===== config.mk =====
export PLATFORM = sky130hd
export DESIGN_NAME = key_sw_input_port
export DESIGN_NICKNAME = d
export VERILOG_FILES = /design/src/rtl/key_sw_input_port_pkg.sv /design/src/rtl/key_sw_input_port_debouncer.sv /design/src/rtl/key_sw_input_port.sv
export SDC_FILE = /design/constraint.sdc
export NUM_CORES = 1
export LEC_CHECK = 0
export BUFFER_PORTS_ARGS = -buffer_cell sky130_fd_sc_hd__buf_2
export CAP_MARGIN = 20
export CORE_MARGIN = 8
export CORE_UTILIZATION = 47
export DETAILED_ROUTE_END_ITERATION = 7
export PLACE_DENSITY = 0.67
export SETUP_SLACK_MARGIN = 0.4
export SLEW_MARGIN = 15
export SYNTH_ARGS = -nofsm -noshare
export SYNTH_HDL_FRONTEND = slang
export SYNTH_SLANG_ARGS = --single-unit
export TNS_END_PERCENT = 20

===== constraint.sdc =====
create_clock -name clk -period 2.1 [get_ports clk]
set_input_delay 0.105 -clock clk [delete_from_list [all_inputs] [get_ports clk]]
set_output_delay 0.105 -clock clk [all_outputs]
set_load 0.02 [all_outputs]

===== src/rtl/key_sw_input_port_pkg.sv =====
// Shared constants for the KEY/SW input port.
//   - Default I/O addresses of the four registers (data and ctrl/status, per device).
//   - Bit positions inside a ctrl/status register.
//   - Register-select encoding used by the address decode.
//   - ctrlWord(): packs the status bits into a full ctrl register value.
package key_sw_input_port_pkg;

    localparam logic [31:0] ADDR_KEY_DEF   = 32'hF000_0010;
    localparam logic [31:0] ADDR_SW_DEF    = 32'hF000_0014;
    localparam logic [31:0] ADDR_KCTRL_DEF = 32'hF000_0110;
    localparam logic [31:0] ADDR_SCTRL_DEF = 32'hF000_0114;

    localparam int unsigned CTRL_READY   = 0;
    localparam int unsigned CTRL_OVERRUN = 2;
    localparam int unsigned CTRL_IE      = 8;

    typedef enum logic [2:0] {
        SEL_NONE,
        SEL_KEY,
        SEL_SW,
        SEL_KCTRL,
        SEL_SCTRL
    } regSel_t;

    function automatic logic [31:0] ctrlWord(input logic ready,
                                             input logic overrun,
                                             input logic ie);
        logic [31:0] w;
        w               = '0;
        w[CTRL_READY]   = ready;
        w[CTRL_OVERRUN] = overrun;
        w[CTRL_IE]      = ie;
        return w;
    endfunction

endpackage


===== src/rtl/key_sw_input_port_debouncer.sv =====
// input_debouncer: two-flop synchronizer followed by a per-bit debounce counter.
//   clk, reset_n : clock, asynchronous active-low reset
//   pins         : raw asynchronous inputs (already polarity-corrected by the caller)
//   stable       : debounced level per bit
//   change       : one-cycle pulse per bit, high in the cycle whose clock edge updates stable
// A new level is accepted after it has been seen on the synchronized input for
// DEBOUNCE_CYCLES consecutive clock edges; any return to the stable level restarts the count.
module input_debouncer #(
    parameter int unsigned WIDTH           = 1,
    parameter int unsigned DEBOUNCE_CYCLES = 4
) (
    input  logic             clk,
    input  logic             reset_n,
    input  logic [WIDTH-1:0] pins,
    output logic [WIDTH-1:0] stable,
    output logic [WIDTH-1:0] change
);

    localparam int unsigned CW   = (DEBOUNCE_CYCLES > 1) ? $clog2(DEBOUNCE_CYCLES) : 1;
    localparam logic [CW-1:0] CMAX = CW'(DEBOUNCE_CYCLES - 1);

    logic [WIDTH-1:0] sync1;
    logic [WIDTH-1:0] sync2;
    logic [CW-1:0]    cnt [WIDTH];

    always_ff @(posedge clk or negedge reset_n) begin
        if (!reset_n) begin
            sync1 <= '0;
            sync2 <= '0;
        end else begin
            sync1 <= pins;
            sync2 <= sync1;
        end
    end

    // Combinational so the status logic can react on the same edge that updates stable.
    always_comb begin
        change = '0;
        for (int unsigned i = 0; i < WIDTH; i++) begin
            change[i] = (sync2[i] != stable[i]) && (cnt[i] == CMAX);
        end
    end

    always_ff @(posedge clk or negedge reset_n) begin
        if (!reset_n) begin
            stable <= '0;
            for (int unsigned i = 0; i < WIDTH; i++) begin
                cnt[i] <= '0;
            end
        end else begin
            for (int unsigned i = 0; i < WIDTH; i++) begin
                if (sync2[i] == stable[i]) begin
                    cnt[i] <= '0;
                end else if (cnt[i] == CMAX) begin
                    stable[i] <= sync2[i];
                    cnt[i]    <= '0;
                end else begin
                    cnt[i] <= cnt[i] + CW'(1);
                end
            end
        end
    end

endmodule


===== src/rtl/key_sw_input_port.sv =====
// key_sw_input_port: memory-mapped, debounced KEY/SW input stage.
//   clk, reset_n : clock, asynchronous active-low reset
//   KEY          : raw pushbuttons, 0 = pressed
//   SW           : raw slide switches
//   addr         : I/O address
//   rdEn, wrEn   : load / store in progress this cycle
//   wrData       : store data
//   rdData       : selected register (combinational), 0 when no hit
//   hit          : addr matches one of the four registers
//   irq          : (KCTRL.ready & KCTRL.ie) | (SCTRL.ready & SCTRL.ie)
// Ctrl/status registers: [0] ready (RO), [2] overrun (write 0 clears), [8] ie (RW).
module key_sw_input_port
    import key_sw_input_port_pkg::*;
#(
    parameter int unsigned       DBITS           = 32,
    parameter int unsigned       KEY_BITS        = 4,
    parameter int unsigned       SW_BITS         = 10,
    parameter int unsigned       DEBOUNCE_CYCLES = 500000,
    parameter logic [DBITS-1:0]  ADDR_KEY        = DBITS'(ADDR_KEY_DEF),
    parameter logic [DBITS-1:0]  ADDR_SW         = DBITS'(ADDR_SW_DEF),
    parameter logic [DBITS-1:0]  ADDR_KCTRL      = DBITS'(ADDR_KCTRL_DEF),
    parameter logic [DBITS-1:0]  ADDR_SCTRL      = DBITS'(ADDR_SCTRL_DEF)
) (
    input  logic                clk,
    input  logic                reset_n,
    input  logic [KEY_BITS-1:0] KEY,
    input  logic [SW_BITS-1:0]  SW,
    input  logic [DBITS-1:0]    addr,
    input  logic                rdEn,
    input  logic                wrEn,
    input  logic [DBITS-1:0]    wrData,
    output logic [DBITS-1:0]    rdData,
    output logic                hit,
    output logic                irq
);

    logic [KEY_BITS-1:0] keyStable;
    logic [KEY_BITS-1:0] keyChange;
    logic [SW_BITS-1:0]  swStable;
    logic [SW_BITS-1:0]  swChange;

    logic keyReady, keyOverrun, keyIe;
    logic swReady,  swOverrun,  swIe;

    regSel_t sel;
    logic    keyEvent, swEvent;
    logic    keyRead,  swRead;
    logic    kctrlWr,  sctrlWr;

    // Only bits [2] and [8] of a store are meaningful.
    logic unusedWrData;
    assign unusedWrData = ^wrData;

    // KEY is inverted so that 1 = pressed from here on.
    input_debouncer #(
        .WIDTH           (KEY_BITS),
        .DEBOUNCE_CYCLES (DEBOUNCE_CYCLES)
    ) keyDebounce (
        .clk     (clk),
        .reset_n (reset_n),
        .pins    (~KEY),
        .stable  (keyStable),
        .change  (keyChange)
    );

    input_debouncer #(
        .WIDTH           (SW_BITS),
        .DEBOUNCE_CYCLES (DEBOUNCE_CYCLES)
    ) swDebounce (
        .clk     (clk),
        .reset_n (reset_n),
        .pins    (SW),
        .stable  (swStable),
        .change  (swChange)
    );

    always_comb begin
        sel = SEL_NONE;
        if      (addr == ADDR_KEY)   sel = SEL_KEY;
        else if (addr == ADDR_SW)    sel = SEL_SW;
        else if (addr == ADDR_KCTRL) sel = SEL_KCTRL;
        else if (addr == ADDR_SCTRL) sel = SEL_SCTRL;
    end

    assign hit      = (sel != SEL_NONE);
    assign keyEvent = |keyChange;
    assign swEvent  = |swChange;
    assign keyRead  = rdEn && (sel == SEL_KEY);
    assign swRead   = rdEn && (sel == SEL_SW);
    assign kctrlWr  = wrEn && (sel == SEL_KCTRL);
    assign sctrlWr  = wrEn && (sel == SEL_SCTRL);

    always_comb begin
        rdData = '0;
        case (sel)
            SEL_KEY:   rdData = DBITS'(keyStable);
            SEL_SW:    rdData = DBITS'(swStable);
            SEL_KCTRL: rdData = DBITS'(ctrlWord(keyReady, keyOverrun, keyIe));
            SEL_SCTRL: rdData = DBITS'(ctrlWord(swReady, swOverrun, swIe));
            default:   rdData = '0;
        endcase
    end

    assign irq = (keyReady & keyIe) | (swReady & swIe);

    // Priority per device: a new event beats a data read (ready stays set) and
    // beats a software clear of overrun. Overrun is only flagged when the
    // previous event was still unread and is not being read this cycle.
    always_ff @(posedge clk or negedge reset_n) begin
        if (!reset_n) begin
            keyReady   <= 1'b0;
            keyOverrun <= 1'b0;
            keyIe      <= 1'b0;
            swReady    <= 1'b0;
            swOverrun  <= 1'b0;
            swIe       <= 1'b0;
        end else begin
            if (keyEvent)     keyReady <= 1'b1;
            else if (keyRead) keyReady <= 1'b0;

            if (keyEvent && keyReady && !keyRead)        keyOverrun <= 1'b1;
            else if (kctrlWr && !wrData[CTRL_OVERRUN])   keyOverrun <= 1'b0;

            if (kctrlWr) keyIe <= wrData[CTRL_IE];

            if (swEvent)     swReady <= 1'b1;
            else if (swRead) swReady <= 1'b0;

            if (swEvent && swReady && !swRead)           swOverrun <= 1'b1;
            else if (sctrlWr && !wrData[CTRL_OVERRUN])   swOverrun <= 1'b0;

            if (sctrlWr) swIe <= wrData[CTRL_IE];
        end
    end

endmodule

==> key figures, run 1 <==
Timing
  – Slew Limit Fails: 0
  – Setup Viol. Count Final: 0
  – Fin Setup TNS: 0 ps
  – Post-layout min period: 2050 ps
  – RSZ-0062 raised after global routing: yes
  – Slew of the pin with the lowest slew margin: 641 ps
  – Final Cycle Share: 97.6%
  – Relative slew slack: a little under three fifths
  – Endpoints failing hold: 0
  – Layout Skew: around 15 ps
  – Setup slack after layout: 50.1 ps
  – Upper clock frequency limit: about 0.49 GHz

Logic synthesis
  – Asr flop ratio synth: 100%
  – FF+latch count, synth: between 300 and 400
  – Top post-synthesis cells by area: dfrtp_1 52%, xnor2_1 8.7%, nor2_1 8.1%
  – Synth Flop Type: dfrtp_1
  – Cell count after synthesis: 1499
  – Syn_area_per_cell: 9.99 µm²
  – Post-synthesis sequential area ratio: 52.4%
  – Mapped Area: 15000 µm²
  – Yosys warning total: 0
  – Number of synthesized flops with an enable pin: 0
  – Synth area leader: dfrtp_1
  – Yosys cell types: 48
  – Top-area cell type share of the netlist area: 52.4%

Finish
  – NumNets Final: 1739
  – Diode count: 0
  – Syn-to-layout area delta: 19.5%
  – Post-route cell area: 17900 µm²
  – Share of post-route cells with drive strength above 1: 17.0%

Setup path
  – Critical path's largest stage delay: about 580 ps
  – Crit path DAT: approximately 2500 ps
  – Worst setup SP type: register
  – Slowest cell on crit path: or4_4
  – Critical path class: register to register
  – WP buf/inv: 1
  – Crit path max fanout: 8
  – CP dominant cell by count: or4_4
  – Critical Path Sink Type: register
  – Worst Path Required: roughly 2500 ps
  – Top delay family on crit path: simple AND/OR/NAND/NOR gates
  – WP depth: 6
  – Worst R2R Path Depth: 6
  – Critical-path cell list: or4_4 -> or4_4 -> nor2_4 -> or2_4 -> clkbuf_16 -> nor2_1

Floorplanning
  – Height of the die: roughly 200 µm
  – Initial Util: 47.6%
  – Die width: 195 µm
  – Core area: about 31000 µm²
  – Top Ports: 116
  – Die area: 37800 µm²
  – Row cnt: between 60 and 70

Drt
  – Routed vias/inst: between 5 and 6
  – Post-route ant nets: 0
  – # DRC: 0
  – Initial drt markers: 535
  – Final wirelength: 30300 µm
  – DR WL/cell: 14.6 µm
  – Pre-antenna DRT Iters: 5
  – Vias after detailed routing: 10800

Run
  – Max cap viols: 0

Power and ir drop
  – Seq pwr share: a little under 50%
  – Pwr Total: 12.8 mW
  – Int Pwr: 10.0 mW
  – Combinational share of power: 4.6%
  – Lkg Pwr: around 7.7 nW
  – NetSw: 2.84 mW
  – Max IR drop VDD: 0.572 mV
  – Clock group share of total power: 46.9%
  – Power Dens Cells: between 700 and 800 nW/µm²
  – Net Sw Frac: approximately 22%

Global routing
  – Antenna violations before repair: 0
  – Vias in the first global route: 10800
  – Grt ovf: 0
  – First-pass GRT wire length: 51200 µm
  – Overall Global Routing Usage: 15.7%
  – Pin count of the biggest net entering global routing: 73

Clock tree
  – H-Tree Depth: 2
  – Clock buffer count from CTS: 35
  – Clk slew on worst S/H paths: about 60 ps
  – Root buf cell: clkbuf_16
  – Clk buf depth: 3
  – CTS tree: done
  – CTS sink cnt: 314
  – Clk Latency, worst-skew pair: 510 ps

Placement
  – RD Place Congestion: roughly 0.84
  – Placement-stage cell area: 16000 µm²
  – Detailed placement HPWL: roughly 20000 µm
  – Pre-CTS setup slack: 22.1 ps
  – PortBufs: 63

Worst hold path
  – Worst Hold Path Cells: 3
  – Min-delay worst type: primary input to register

Run status
  – Status: finished clean
-- registers in the layout (all words and copies together), names as in the netlist, 4 cells and up --
signal              count
keyDebounce.stable      4
swDebounce.stable      10
keyDebounce.sync1       4
keyDebounce.sync2       4
swDebounce.cnt        190
keyDebounce.cnt        76
swDebounce.sync1       10
swDebounce.sync2       10
-- per-layer routing --
| layer | global-route usage, % | routed length [µm] | share of wire, % |
|---|---|---|---|
| met1 | 21.2 | 14400 | 48 |
| met2 | 25.7 | 14200 | 47 |
| met3 | 2.87 | 1080 | 3.6 |
| met4 | 4.10 | 571 | 1.9 |
| met5 | 0 | 0 | 0 |
-- cell type report --
type                    instances  area [µm²]
clock buffers                  53        1060
clock inverters                10        90.1
fillers                      2654       13600
inverters                      38         143
multi-input cells            1121        7180
flip-flops and latches        314        7860
well taps                     402         503
repair buffers                133        1070
-- tightest hold or removal path: stages --
cell	delay, ps
buf_2	210
o41ai_1	130
nand2_1	60
-- cell families after synthesis --
kind of cell,after synthesis,share of synthesized area (%)
adder cells (fa/ha/maj),14,1.17
AND/OR/NAND/NOR,788,25.9
multiplexers,21,1.71
buffers and inverters,94,3.12
AO/OA/AOI/OAI,13,0.727
flip-flops,314,52.4
XOR/XNOR,254,14.8
other,1,0.0250
-- synth_stat cells (all sizes together) (6+ instances only) --
library cell,instances
and3,42
xor2,105
nand4b,7
dfrtp,314
or3,6
ha,14
nor3,48
or2,14
nor2b,8
nand3,84
buf,31
nor4,30
nor2,325
nand4,60
and4,22
clkbuf,25
inv,38
xnor2,149
nand2,90
nor4b,17
mux2,17
and2,17
-- path summary, 6_finish.rpt --
kind | start | to | slack, ps
worst max register to register | keyDebounce.cnt[62] | keyDebounce.cnt[64] | 50
worst min register to register | swDebounce.sync1[3] | swDebounce.sync2[3] | 350
min in group asynchronous | reset_n | swDebounce.cnt[18] | 210
worst min-delay path | addr[8] | keyReady | 30
worst max-delay path | keyDebounce.cnt[62] | keyDebounce.cnt[64] | 50
max in group asynchronous | reset_n | keyDebounce.cnt[44] | 1220
-- power groups by stage --
stage                     clock, mW  combinational [mW]  sequential, mW
after global placement            0               0.502            6.33
after CTS                      6.19               0.554            6.22
after detailed placement          0               0.514            6.33
final                          6.02               0.584            6.23
after global routing           6.44               0.662            6.24
after floorplan                   0               0.288            6.32
-- placed cells by master, fill, tap and decap left out, types with 5 or more instances in the layout --
| master | n |
|---|---|
| and2_1 | 12 |
| and2_4 | 5 |
| and3_1 | 41 |
| and4_1 | 18 |
| buf_12 | 9 |
| buf_2 | 57 |
| buf_4 | 39 |
| buf_6 | 6 |
| clkbuf_1 | 7 |
| clkbuf_16 | 37 |
| clkbuf_8 | 10 |
| clkinv_2 | 7 |
| conb_1 | 22 |
| dfrtp_1 | 312 |
| dlygate4sd3_1 | 19 |
| ha_1 | 6 |
| ha_2 | 5 |
| inv_1 | 38 |
| mux2_2 | 17 |
| nand2_1 | 90 |
| nand3_1 | 83 |
| nand4_1 | 60 |
| nand4b_1 | 7 |
| nor2_1 | 307 |
| nor2_2 | 16 |
| nor2b_1 | 8 |
| nor3_1 | 38 |
| nor3_2 | 7 |
| nor4_1 | 25 |
| nor4b_1 | 13 |
| or2_2 | 11 |
| or2_4 | 12 |
| or3_1 | 5 |
| xnor2_1 | 147 |
| xor2_1 | 105 |
-- per-stage QoR --
| stage | hold WS (ps) | util (%) | std cells |
|---|---|---|---|
| 6_report | 32.1 | 56.9 | 2071 |
| 5_1_grt | 48.3 | 56.9 | 2071 |
| 4_1_cts | 2.29 | 55.6 | 2056 |
| 3_5_place_dp | 163 | 50.8 | 1968 |
| 3_3_place_gp | 155 | 50.8 | 1968 |
| 2_1_floorplan | -191 | - | 1520 |
-- timing repair --
item / CTS / global route
hold endpoints to repair: 77 / 0
gates resized for setup: 33 / 71
hold buffers: 19 / 0
setup buffers: 3 / 8
setup endpoints to repair: 222 / 271
gates cloned: 3 / 7
pin swaps: 7 / 34
Note: power is estimated with default switching activity, not from simulation.
==> run 2, diff against run 1 <==
- PLACE_DENSITY: 0.67 -> 0.76
==> run 2 against run 1 <==
  * The flow now finishes with violations (setup timing)
  * Worst hold slack gained 7.1 ps
  * Clock skew is essentially flat
  * Sequential share of layout area shrank 1.7 points
==> key figures, run 2 (synthesis gave the netlist of run 1 again) <==
Timing
  – Setup Viol. Count Final: 11
  – Endpoints failing hold: 0
  – Final Cycle Share: 101%
  – Slew Limit Fails: 0
  – Slew of the pin with the lowest slew margin: 659 ps
  – Setup slack after layout: -13.1 ps
  – Post-layout min period: 2110 ps
  – RSZ-0062 raised after global routing: yes
  – Relative slew slack: 55.8%
  – Upper clock frequency limit: 0.473 GHz
  – Fin Setup TNS: -86.1 ps
  – Hold_ws: ~39 ps
  – Layout Skew: 15.3 ps

Setup path
  – Crit path max fanout: 8
  – Critical path's largest stage delay: around 570 ps
  – Crit path DAT: 2500 ps
  – RR Startpoint: keyDebounce.cnt[71]
  – Worst setup SP type: register
  – Critical-path cell list: or4_1 -> or4_4 -> nor2_4 -> or2_4 -> buf_12 -> buf_16 -> nor2_2
  – WP buf/inv: 2
  – Slowest cell on crit path: or4_4
  – Top delay family on crit path: simple AND/OR/NAND/NOR gates
  – Critical Path Source: keyDebounce.cnt[71]
  – Critical path class: register to register
  – Critical Path Sink Type: register
  – Worst Path Required: roughly 2500 ps

Placement
  – RD Place Congestion: 0.833
  – PortBufs: 63
  – Detailed placement HPWL: around 20000 µm

Clock tree
  – Clk Latency, worst-skew pair: just over 500 ps
  – Clock buffer count from CTS: 36
  – Clk slew on worst S/H paths: 60 ps
  – Clk buf depth: 3
  – CTS sink cnt: between 300 and 400
  – CTS tree: done
  – Root buf cell: clkbuf_16
  – H-Tree Depth: 2

Run status
  – Status: complete, but fails checks
  – Failing checks: setup timing

Drt
  – Routed vias/inst: 5.41
  – Final wirelength: roughly 33000 µm
  – Initial drt markers: 822
  – Vias after detailed routing: 11200
  – # DRC: 0
  – Pre-antenna DRT Iters: 6
  – Post-route ant nets: 0
  – DR WL/cell: 15.9 µm

Global routing
  – Pin count of the biggest net entering global routing: 62
  – Antenna violations before repair: 0
  – Overall Global Routing Usage: 16.0%
  – Grt ovf: 0
  – Vias in the first global route: 11100
  – First-pass GRT wire length: 52300 µm

Finish
  – Reg with most FFs: swDebounce.cnt
  – Commonest non-fill, non-tap cells in the layout: 304 x dfrtp_1, 250 x nor2_1, 149 x xnor2_1, 105 x xor2_1, 89 x nand2_1
  – Register Area: approximately 7900 µm²
  – Largest registers: swDebounce.cnt: 190 flops, keyDebounce.cnt: 76 flops
  – Commonest non-fill, non-tap cell in the layout: dfrtp_1
  – Multi-input logic area: 7820 µm²
  – Syn-to-layout area delta: 24.4%
  – NumNets Final: 1736
  – Fill count: 2465
  – Max FFs per register: 190
  – Diode count: 0
  – Share of post-route cells with drive strength above 1: 23.8%

Worst hold path
  – Min-delay worst type: primary input to register
  – Hold_sp: rdEn

Power and ir drop
  – Max IR drop VDD: 0.638 mV
  – Lkg Pwr: 7.77 nW
  – Power Dens Cells: 706 nW/µm²

Floorplanning
  – Row cnt: 65
  – Core area: between 30000 and 40000 µm²
  – Die area: 37800 µm²
  – Height of the die: 195 µm
  – Top Ports: roughly 120
  – Die width: 195 µm
  – Initial Util: 47.6%

Run
  – Max cap viols: 0
==> run 2: changes by cell type in the layout (fill, tap and decap cells not counted), moves of 9 or more <==
cell,change
nor4_1,-14
nor2_1,-57
nor3_1,-9
buf_6,+9
or2_2,-11
nor2_4,+10
nor2_2,+47
nor4b_2,+11
nor4b_1,-11
==> run 2: timing repair <==
item / CTS / global route
hold buffers: 18 / 0
setup buffers: 9 / 12
setup endpoints to repair: 232 / 272
gates resized for setup: 44 / 243
pin swaps: 12 / 154
hold endpoints to repair: 139 / 0
gates cloned: 2 / 5
==> run 2: layout make-up <==
| cell class | count | share of cell area [%] |
|---|---|---|
| inverters | 38 | 0.765 |
| well taps | 402 | 2.70 |
| multi-input cells | 1118 | 42.0 |
| clock inverters | 8 | 0.671 |
| flip-flops and latches | 314 | 42.2 |
| clock buffers | 52 | 5.70 |
| repair buffers | 132 | 5.96 |
==> run 2: final timing paths <==
path | end | slack (ps) | cells past startpoint
setup / recovery | keyDebounce.cnt[63] | -10 | 7
min in group asynchronous | swDebounce.cnt[122] | 120 | 2
setup reg to reg | keyDebounce.cnt[63] | -10 | 7
hold / removal | keyReady | 40 | 4
hold reg to reg | swDebounce.sync2[7] | 350 | 0
max in group asynchronous | swDebounce.cnt[38] | 1240 | 3
==> run 2: worst register-to-register path, cell delays in order, from the launching register on <==
cell	delay, ps
dfrtp_1	370
or4_1	510
or4_4	570
nor2_4	110
or2_4	160
buf_12	110
buf_16	130
nor2_2	40
==> run 2: routing by layer <==
metal	up-vias	track usage [%]	part of all wire, %
met5	-	0	0
met4	0	4.67	1.6
met3	47	2.83	4.1
met2	236	27.0	50
met1	5579	20.9	44
li1	5305	-	-
==> run 2: report_power, final <==
| part | switching (mW) | total (mW) | internal [mW] | leakage [nW] |
|---|---|---|---|---|
| logic | 0.391 | 0.633 | 0.242 | 2.92 |
| registers | 0.0985 | 6.24 | 6.15 | 4.26 |
| clock network | 2.41 | 6.28 | 3.87 | 0.586 |
==> run 2: per-stage QoR <==
step           util, %  setup slack (ps)  cells  power, mW  cell area, µm²
2_1_floorplan        -              49.9   1520       6.60           15100
6_report          59.2             -13.1   2064       13.2           18600
5_1_grt           59.2             -63.7   2064       13.6           18600
3_5_place_dp      50.5              22.5   1958       6.83           15900
4_1_cts           55.7              6.89   2047       13.2           17500
3_3_place_gp      50.5              37.4   1958       6.81           15900
==> run 3, diff against run 2 <==
- CORE_UTILIZATION: 47 -> 55
- CTS_BUF_LIST: unset -> sky130_fd_sc_hd__clkbuf_16
- PLACE_DENSITY: 0.76 -> 0.86
==> run 3 against run 2 <==
  * Final area rose by 0.34%
  * The flow still finishes with violations (setup timing)
  * Clock power is 6.7% lower
  * Utilization is 10 points higher
  * Highest routed layer unchanged
  * Sequential cell count is the same
  * Die area is 13% lower
==> key figures, run 3 (synthesis gave the netlist of run 1 again) <==
Run status
  – Status: complete, but fails checks
  – Failing checks: setup timing

Floorplanning
  – Core area: 26900 µm²
  – Top Ports: around 120
  – Die width: 181 µm
  – Initial Util: roughly 56%
  – Row cnt: 60
  – Height of the die: ~180 µm
  – Die area: 32800 µm²

Worst hold path
  – Hold_sp: addr[8]
  – Min-delay worst type: primary input to register

Setup path
  – RR Startpoint: keyDebounce.cnt[69]
  – Critical path's largest stage delay: 600 ps
  – Crit path DAT: 2530 ps
  – Critical path class: register to register
  – Crit path max fanout: 5
  – Worst Path Required: between 2000 and 3000 ps
  – Critical Path Sink Type: register
  – Top delay family on crit path: simple AND/OR/NAND/NOR gates
  – Critical-path cell list: or4b_1 -> or4_4 -> nor2_4 -> mux2_2
  – WP buf/inv: 0
  – Slowest cell on crit path: or4_4
  – Critical Path Source: keyDebounce.cnt[69]
  – Worst setup SP type: register

Finish
  – Share of post-route cells with drive strength above 1: 24.7%
  – Commonest non-fill, non-tap cell in the layout: dfrtp_1
  – Syn-to-layout area delta: 24.8%
  – Max FFs per register: 190
  – Largest registers: swDebounce.cnt: 190 flops, keyDebounce.cnt: 76 flops
  – Fill count: 1690
  – Commonest non-fill, non-tap cells in the layout: 302 x dfrtp_1, 240 x nor2_1, 149 x xnor2_1, 104 x xor2_1, 88 x nand2_1
  – NumNets Final: approximately 1700
  – Reg with most FFs: swDebounce.cnt

Power and ir drop
  – Combinational share of power: 5.2%
  – Power Dens Cells: 683 nW/µm²
  – NetSw: 2.96 mW
  – Lkg Pwr: 7.79 nW
  – Net Sw Frac: a little under a quarter
  – Seq pwr share: 48.9%
  – Max IR drop VDD: 0.769 mV
  – Int Pwr: 9.81 mW
  – Clock group share of total power: 45.9%

Timing
  – Layout Skew: 11.4 ps
  – Slew Limit Fails: 0
  – RSZ-0062 raised after global routing: yes
  – Relative slew slack: 56.4%
  – Setup Viol. Count Final: 18
  – Fin Setup TNS: -257 ps
  – Final Cycle Share: 101%
  – Upper clock frequency limit: 0.470 GHz
  – Post-layout min period: 2130 ps
  – Setup slack after layout: -26.2 ps
  – Slew of the pin with the lowest slew margin: 649 ps
  – Endpoints failing hold: 0

Clock tree
  – Clk slew on worst S/H paths: 60 ps
  – H-Tree Depth: 2
  – CTS tree: done
  – Clk Latency, worst-skew pair: 520 ps
  – Clk buf depth: 3
  – Root buf cell: clkbuf_16
  – Clock buffer count from CTS: 34
  – CTS sink cnt: 314

Placement
  – Pre-CTS setup slack: -9.43 ps
  – RD Place Congestion: 0.844
  – PortBufs: 63
  – Detailed placement HPWL: 20800 µm

Drt
  – DR WL/cell: about 19 µm
  – Initial drt markers: 895
  – # DRC: 0
  – Post-route ant nets: 0
  – Routed vias/inst: 5.91
  – Vias after detailed routing: approximately 12000
  – Pre-antenna DRT Iters: 5
  – Final wirelength: around 38000 µm

Run
  – Max cap viols: 0

Global routing
  – Vias in the first global route: 11500
  – Overall Global Routing Usage: 19.5%
  – Pin count of the biggest net entering global routing: 71
  – First-pass GRT wire length: 54500 µm
  – Grt ovf: 0
  – Antenna violations before repair: 1
## run 3: cell count changes in the layout (fill, tap and decap cells not counted), sizes merged
| cell | change |
|---|---|
| clkbuf | -15 |
| inv | +5 |
| clkinv | +10 |
| dlygate4sd3 | +1 |
| clkinvlp | +1 |
| bufinv | -1 |
| or2 | +5 |
| buf | +2 |
| diode | +1 |
## run 3: cell type report
class / count / area, µm² / area share [%]
timing repair buffer: 135 / 1100 / 5.87
clock buffer: 37 / 926 / 4.95
clock inverter: 23 / 161 / 0.863
inverter: 38 / 143 / 0.763
tap: 341 / 427 / 2.28
sequential: 314 / 7870 / 42.1
antenna: 1 / 2.50 / 0.0134
multi-input combinational: 1123 / 8070 / 43.2
## run 3: what timing repair did
item	4_1_cts	5_1_grt
gates resized for setup	42	296
hold buffers	19	0
endpoints found under the hold margin	82	0
cloned	2	10
pin swaps	15	168
setup endpoints to repair	246	272
setup buffers	11	18
## run 3: path summary, 6_finish.rpt
kind / slack, ps / endpoint / cells after the start
max: -30 / keyDebounce.stable[0] / 4
min: 80 / keyOverrun / 4
max reg2reg: -30 / keyDebounce.stable[0] / 4
min reg2reg: 340 / swDebounce.sync2[8] / 0
max in group asynchronous: 1200 / keyDebounce.cnt[19] / 3
min in group asynchronous: 150 / swDebounce.cnt[101] / 2
## run 3: worst min-delay path, stage by stage
cell and delay, ps:
buf_2 210, nand2_1 120, o41ai_1 60, o21ai_1 60
## run 3: metrics by stage
stage               std cells  instance area (µm²)  utilization (%)  total power [mW]  hold slack [ps]
floorplan                1520                15100                -              6.60             -191
global placement         1891                15800             58.6              6.80              117
detailed placement       1891                15800             58.6              6.82              121
CTS                      1983                17300             64.4              12.7             36.8
global route             2012                18700             69.6              13.2             83.7
finish                   2012                18700             69.6              12.8             78.3
## run 3: metal layers
| layer | global-route usage (%) | vias to the layer above | wire length (µm) |
|---|---|---|---|
| met4 | 8.13 | 0 | 1500 |
| met3 | 3.31 | 115 | 2150 |
| met5 | 0 | - | 0 |
| met2 | 34.1 | 460 | 19600 |
| met1 | 23.7 | 5999 | 14500 |
| li1 | - | 5321 | - |
## run 3: power by group through the flow
stage | clock network (mW) | logic [mW] | registers (mW)
after global placement | 0 | 0.473 | 6.33
after floorplan | 0 | 0.288 | 6.32
after CTS | 5.92 | 0.544 | 6.23
final | 5.86 | 0.663 | 6.25
after global routing | 6.19 | 0.736 | 6.25
after detailed placement | 0 | 0.489 | 6.34
